$ cat config.mk
export PLATFORM = sky130hd
export DESIGN_NAME = demux_1n_stream
export DESIGN_NICKNAME = d
export VERILOG_FILES = /design/src/rtl/demux_1n_stream.sv
export SDC_FILE = /design/constraint.sdc
export NUM_CORES = 1
export LEC_CHECK = 0
export CELL_PAD_IN_SITES_DETAIL_PLACEMENT = 0
export CELL_PAD_IN_SITES_GLOBAL_PLACEMENT = 1
export CORE_UTILIZATION = 49
export DETAILED_ROUTE_END_ITERATION = 12
export DONT_BUFFER_PORTS = 1
export PLACE_DENSITY_LB_ADDON = 0.12
export SLEW_MARGIN = 25
export SYNTH_ARGS = -nofsm -noshare
export SYNTH_HDL_FRONTEND = slang
export SYNTH_SLANG_ARGS = --single-unit
$ cat constraint.sdc
create_clock -name clk -period 2.49 [get_ports clk]
set_input_delay 0.249 -clock clk [delete_from_list [all_inputs] [get_ports clk]]
set_output_delay 0.249 -clock clk [all_outputs]
set_load 0.005 [all_outputs]
$ cat src/rtl/demux_1n_stream.sv
// rtl/demux_1n_stream.sv - registered 1-to-N stream demultiplexer
//
// Routes one DATA_W-bit input beat per cycle into one of N_CH single-entry
// output registers, each with its own valid/ready handshake. The target comes
// from sel (mode=0) or from an internal round-robin pointer (mode=1).
// The round-robin pointer exists only when DEMUX_SCAN_EN is defined. Without
// it, mode is ignored and the target is always sel.
//
// Ports:
//   clk, rst     rising-edge clock, synchronous active-high reset
//   din          input beat
//   din_valid    input beat present
//   din_ready    beat accepted this cycle (combinational from sel/mode/state)
//   sel, mode    manual target select / 1 = round-robin scan
//   dout         channel k at [k*DATA_W +: DATA_W]
//   dout_valid   channel k holds a beat
//   dout_ready   consumer k takes its beat
//   cur_sel      effective target this cycle
//   err          sticky: a beat was offered to a channel index >= N_CH
module demux_1n_stream #(
  parameter int DATA_W = 8,
  parameter int N_CH = 4,
  localparam int SEL_W = $clog2(N_CH)
) (
  input  logic                   clk,
  input  logic                   rst,
  input  logic [DATA_W-1:0]      din,
  input  logic                   din_valid,
  output logic                   din_ready,
  input  logic [SEL_W-1:0]       sel,
  input  logic                   mode,
  output logic [N_CH*DATA_W-1:0] dout,
  output logic [N_CH-1:0]        dout_valid,
  input  logic [N_CH-1:0]        dout_ready,
  output logic [SEL_W-1:0]       cur_sel,
  output logic                   err
);

  localparam logic [SEL_W:0] N_CH_W = (SEL_W+1)'(N_CH);

  logic [SEL_W-1:0]  tgt;
  logic              in_range;
  logic              tgt_full;
  logic              tgt_drain;
  logic              accept;
  logic [N_CH-1:0]   hit;
  logic [N_CH-1:0]   valid_q;
  logic [DATA_W-1:0] data_q [N_CH];
  logic              err_q;

`ifdef DEMUX_SCAN_EN
  logic [SEL_W-1:0] ptr;

  assign tgt = mode ? ptr : sel;

  // The pointer only moves on an accepted beat, so a blocked channel stalls
  // the scan rather than being skipped.
  always_ff @(posedge clk) begin
    if (rst) begin
      ptr <= '0;
    end else if (mode && accept) begin
      if (ptr == SEL_W'(N_CH - 1)) begin
        ptr <= '0;
      end else begin
        ptr <= ptr + SEL_W'(1);
      end
    end
  end
`else
  logic unused_mode;

  assign unused_mode = mode;
  assign tgt = sel;
`endif

  assign cur_sel  = tgt;
  assign in_range = ({1'b0, tgt} < N_CH_W);

  // Look up the target channel state with a compare loop so an out-of-range
  // target never indexes past the end of the channel vectors.
  always_comb begin
    tgt_full  = 1'b0;
    tgt_drain = 1'b0;
    for (int k = 0; k < N_CH; k++) begin
      if (tgt == SEL_W'(k)) begin
        tgt_full  = valid_q[k];
        tgt_drain = dout_ready[k];
      end
    end
  end

  // Out-of-range beats are swallowed (ready=1) so the source never deadlocks.
  // For in-range targets, a draining channel can be refilled in the same cycle.
  assign din_ready = !in_range || !tgt_full || tgt_drain;
  assign accept    = din_valid && din_ready && in_range;

  always_comb begin
    hit = '0;
    for (int k = 0; k < N_CH; k++) begin
      hit[k] = accept && (tgt == SEL_W'(k));
    end
  end

  // A refill takes priority over a drain, which keeps valid high with new data.
  // The data register is left alone on drain so dout holds its last value.
  always_ff @(posedge clk) begin
    if (rst) begin
      valid_q <= '0;
      for (int k = 0; k < N_CH; k++) begin
        data_q[k] <= '0;
      end
    end else begin
      for (int k = 0; k < N_CH; k++) begin
        if (hit[k]) begin
          data_q[k]  <= din;
          valid_q[k] <= 1'b1;
        end else if (dout_ready[k]) begin
          valid_q[k] <= 1'b0;
        end
      end
    end
  end

  always_ff @(posedge clk) begin
    if (rst) begin
      err_q <= 1'b0;
    end else if (din_valid && !in_range) begin
      err_q <= 1'b1;
    end
  end

  always_comb begin
    dout = '0;
    for (int k = 0; k < N_CH; k++) begin
      dout[k*DATA_W +: DATA_W] = data_q[k];
    end
  end

  assign dout_valid = valid_q;
  assign err        = err_q;

endmodule

==> out/results.ini <==
[status]
run_status = finished, final reports clean

[global_route]
grtUsageTotal_pct = 17.7
gr-total-overflow = 0
initial_antenna_violation_count = 0
first_pass_grt_wire_length_um = 4370
grt_start_max_net_pins = 41
grt_pass1_vias = 877

[finish]
insertedDiodeCount = 0
areaGrowthSynthToFinish_pct = 3.26
post_route_cells_drive_above_1_share_pct = 18.1
fillCellCount = 269
final_area_sq_mm = 0.00171
final_nets = 123

[clocking]
deepest_level_of_the_cts_h_tree = 2
cts-root-buf = clkbuf_4
cts_buffers = 5
tritoncts_sinks = 36
cts-root-to-sink-buffers = 2
cts_resized = 0
worstSkewPairLatency_ns = 0.33
tritoncts = yes
clk_pin_slew_worst_paths_ns = 0.10

[floorplan]
dieWidth_um = 60.1
design.portCount = 58
start_util_pct = 52.8
placeableCoreArea_sq_mm = 0.00313
die-area_sq_mm = 0.00361
placement_rows = 20
die_y_um = 60.1

[setup_path]
crit_path_end_kind = flop
critical_path_cell_count = 2
reg2reg_depth = 2
worst-path-buf-inv = 0
reg2reg_from = dout_valid[3]$_SDFFE_PP0P_
cpLargestDelayFamily = simple AND/OR/NAND/NOR gates
timing.setup.critical_path_class = flop to flop
critical_path_start_type = flop
worstPathMaxFanout = 9
required_time_at_the_endpoint_of_the_critical_path_ns = 2.48
maximum_single_stage_delay_on_the_critical_path_ns = 0.52
rr_endpoint = data_q[3][4]$_SDFFCE_PN0P_
register_to_register_path_setup_slack_ns = 0.86
crit_start = dout_valid[3]$_SDFFE_PP0P_
standard_cell_with_the_maximum_stage_delay_on_the_critical_path = nor2b_1
cp.arrival_ns = 1.62
path_cells = nor2b_1 > o21ai_1

[drt]
routed_wire_length_per_instance_um = 19.2
num_vias = 903
first_iter_violations = 29
detailedRoute.firstPassIterationCount = 4
avgViaCountPerCell = 6.06
detail-route-antenna-nets = 0
route.final.wire_length_um = 2860
detail_route.drc_violations = 0

[yosys]
postSynthAreaPerCell_sq_um = 15.3
synth_top_cells_by_count = 32 x edfxtp_1, 14 x nor4bb_1, 8 x nor4b_1, 8 x nor4b_2, 5 x clkbuf_1
netlist.top_cell.by_area = edfxtp_1
synth-seq-cells = 36
postSynth.topFlopCell = edfxtp_1
synth-warning-count = 0
synth_compound_area_share_pct = 2.80
main_combinational_cell_family_by_area_after_synthesis = simple AND/OR/NAND/NOR gates
post_synth_fa_ha_maj_area_fraction_pct = 0
synth-simple-area-share_pct = 27.5
synth_top_cell_area_share_pct = 58.1
synth_fp_nets = 126
synth_xor_xnor_area_share_pct = 0
post_synth_inst_count = 108
yosys.cell_count.top_type = edfxtp_1
synth.cell_area_sq_mm = 0.00165
ys_async_sr_fraction_pct = 0
ys_top_cells_by_area = edfxtp_1 58%, nor4bb_1 8.5%, nor4b_2 7.3%
library_cells_used_by_synthesis = 25
synth_edf_count = 32
synth_sequential_area_ratio_pct = 63.0
synth.area.mux_share_pct = 1.36

[job]
max_cap_violations = 0

[power_and_ir_drop]
power_density_mw_per_mm2 = 608
p_total_uw = 1040
power.ir.vdd_worst_uv = 280
static-leakage-power_uw = 0.000557

[sta]
hold_slack_ns = 0.0791
timing_limited_maximum_frequency_mhz = 613
fin_crit_ns = 1.63
final-max-slew-violation-count = 0
timing.final.setup_violations = 0
timing.max_slew.rel_slack_pct = 50.2
post-route-period-util_pct = 65.5
timing_worst_slew_pin_value_ns = 0.742
grt_setup_unrepaired = no
finalHoldViolCount = 0
worst_clock_skew_ns = 0.0111
setup-tns-final_ns = 0

[placed_design]
dpl-instance-area_sq_mm = 0.00165
gp_congestion = 0.807
place.port_buffers = 0
place.detailed.hpwl_um = 1990

[worst_hold_path]
worstHoldPathCells = 2
hp-class = input port to flop
hold_path_startpoint = din_valid
worst_hold_path.endpoint = dout_valid[1]$_SDFFE_PP0P_

## layer usage
layer | part of all wire [%] | GRT usage, % | vias to the layer above
met4 | 1.7 | 8.31 | 0
met5 | 0 | 0 | -
met3 | 8.0 | 8.87 | 5
met1 | 42 | 19.9 | 428
li1 | - | - | 421
met2 | 49 | 27.9 | 49
## cell usage in the layout (no fill, tap or decap)
master,synthesis,layout
o31ai_2,0,1
nor4b_2,8,8
nand3_1,1,1
clkinv_2,0,1
and4bb_1,2,2
or3b_1,1,1
nor4b_1,8,8
nor2b_1,4,4
clkbuf_1,5,1
mux4_2,1,1
clkbuf_4,0,5
nor4bb_1,14,14
nand2_1,1,1
dlygate4sd3_1,0,1
a21oi_1,4,4
o21ai_1,0,2
nand3b_1,3,3
conb_1,1,1
nand2b_1,4,4
inv_1,2,2
buf_4,3,2
o41ai_1,1,1
or3b_2,1,1
edfxtp_1,32,32
dfxtp_1,4,4
## cell type report
| cell class | count | area [sq um] | share of cell area, % |
|---|---|---|---|
| multi-input combinational | 57 | 532 | 31.2 |
| sequential | 36 | 1040 | 61.0 |
| tap | 44 | 55.1 | 3.23 |
| clock inverter | 1 | 5.00 | 0.293 |
| timing repair buffer | 3 | 25.0 | 1.47 |
| inverter | 2 | 7.51 | 0.440 |
| clock buffer | 6 | 41.3 | 2.42 |
## worst reg2reg max path, stage by stage (launching register included)
cell and delay, ns:
dfxtp_1 0.38, nor2b_1 0.52, o21ai_1 0.40
## state kept, by name (all words and copies together) (netlist names)
name and cells:
data_q 32, dout_valid 4
## worst max path at each step
| stage | end | slack (ns) |
|---|---|---|
| 4_1_cts | data_q[1][2]$_SDFFCE_PN0P_ | 0.54 |
| 3_5_place_dp | data_q[1][1]$_SDFFCE_PN0P_ | 0.56 |
| 6_report | data_q[3][4]$_SDFFCE_PN0P_ | 0.86 |
| 5_1_grt | data_q[3][4]$_SDFFCE_PN0P_ | 0.62 |
| 2_1_floorplan | data_q[0][0]$_SDFFCE_PN0P_ | 0.45 |
| 3_3_place_gp | data_q[1][1]$_SDFFCE_PN0P_ | 0.66 |
## what timing repair did
item,CTS,global route
buffers inserted,0,0
hold buffers,1,0
hold endpoints to repair,4,0
## cell families (layout without fill, tap and decap cells)
logic type | Yosys count | count (layout)
simple gates | 47 | 47
flops | 36 | 36
buf+inv | 15 | 12
compound gates | 8 | 8
other cells | 1 | 1
mux | 1 | 1
## where the power goes
part / switching (uW) / leakage [uW] / total [uW] / internal [uW]
Clock: 177 / 0.0000281 / 281 / 104
Sequential: 14.0 / 0.000377 / 699 / 685
Combinational: 30.4 / 0.000152 / 57.9 / 27.5
Total: 222 / 0.000557 / 1040 / 817
## metrics by stage
step / util [%] / cells / setup slack (ns)
4_1_cts: 54.4 / 149 / 0.539
5_1_grt: 54.6 / 149 / 0.621
2_1_floorplan: - / 108 / 0.448
6_report: 54.6 / 149 / 0.859
3_5_place_dp: 52.6 / 141 / 0.564
3_3_place_gp: 52.6 / 141 / 0.664
Note: power is estimated with default switching activity, not from simulation.
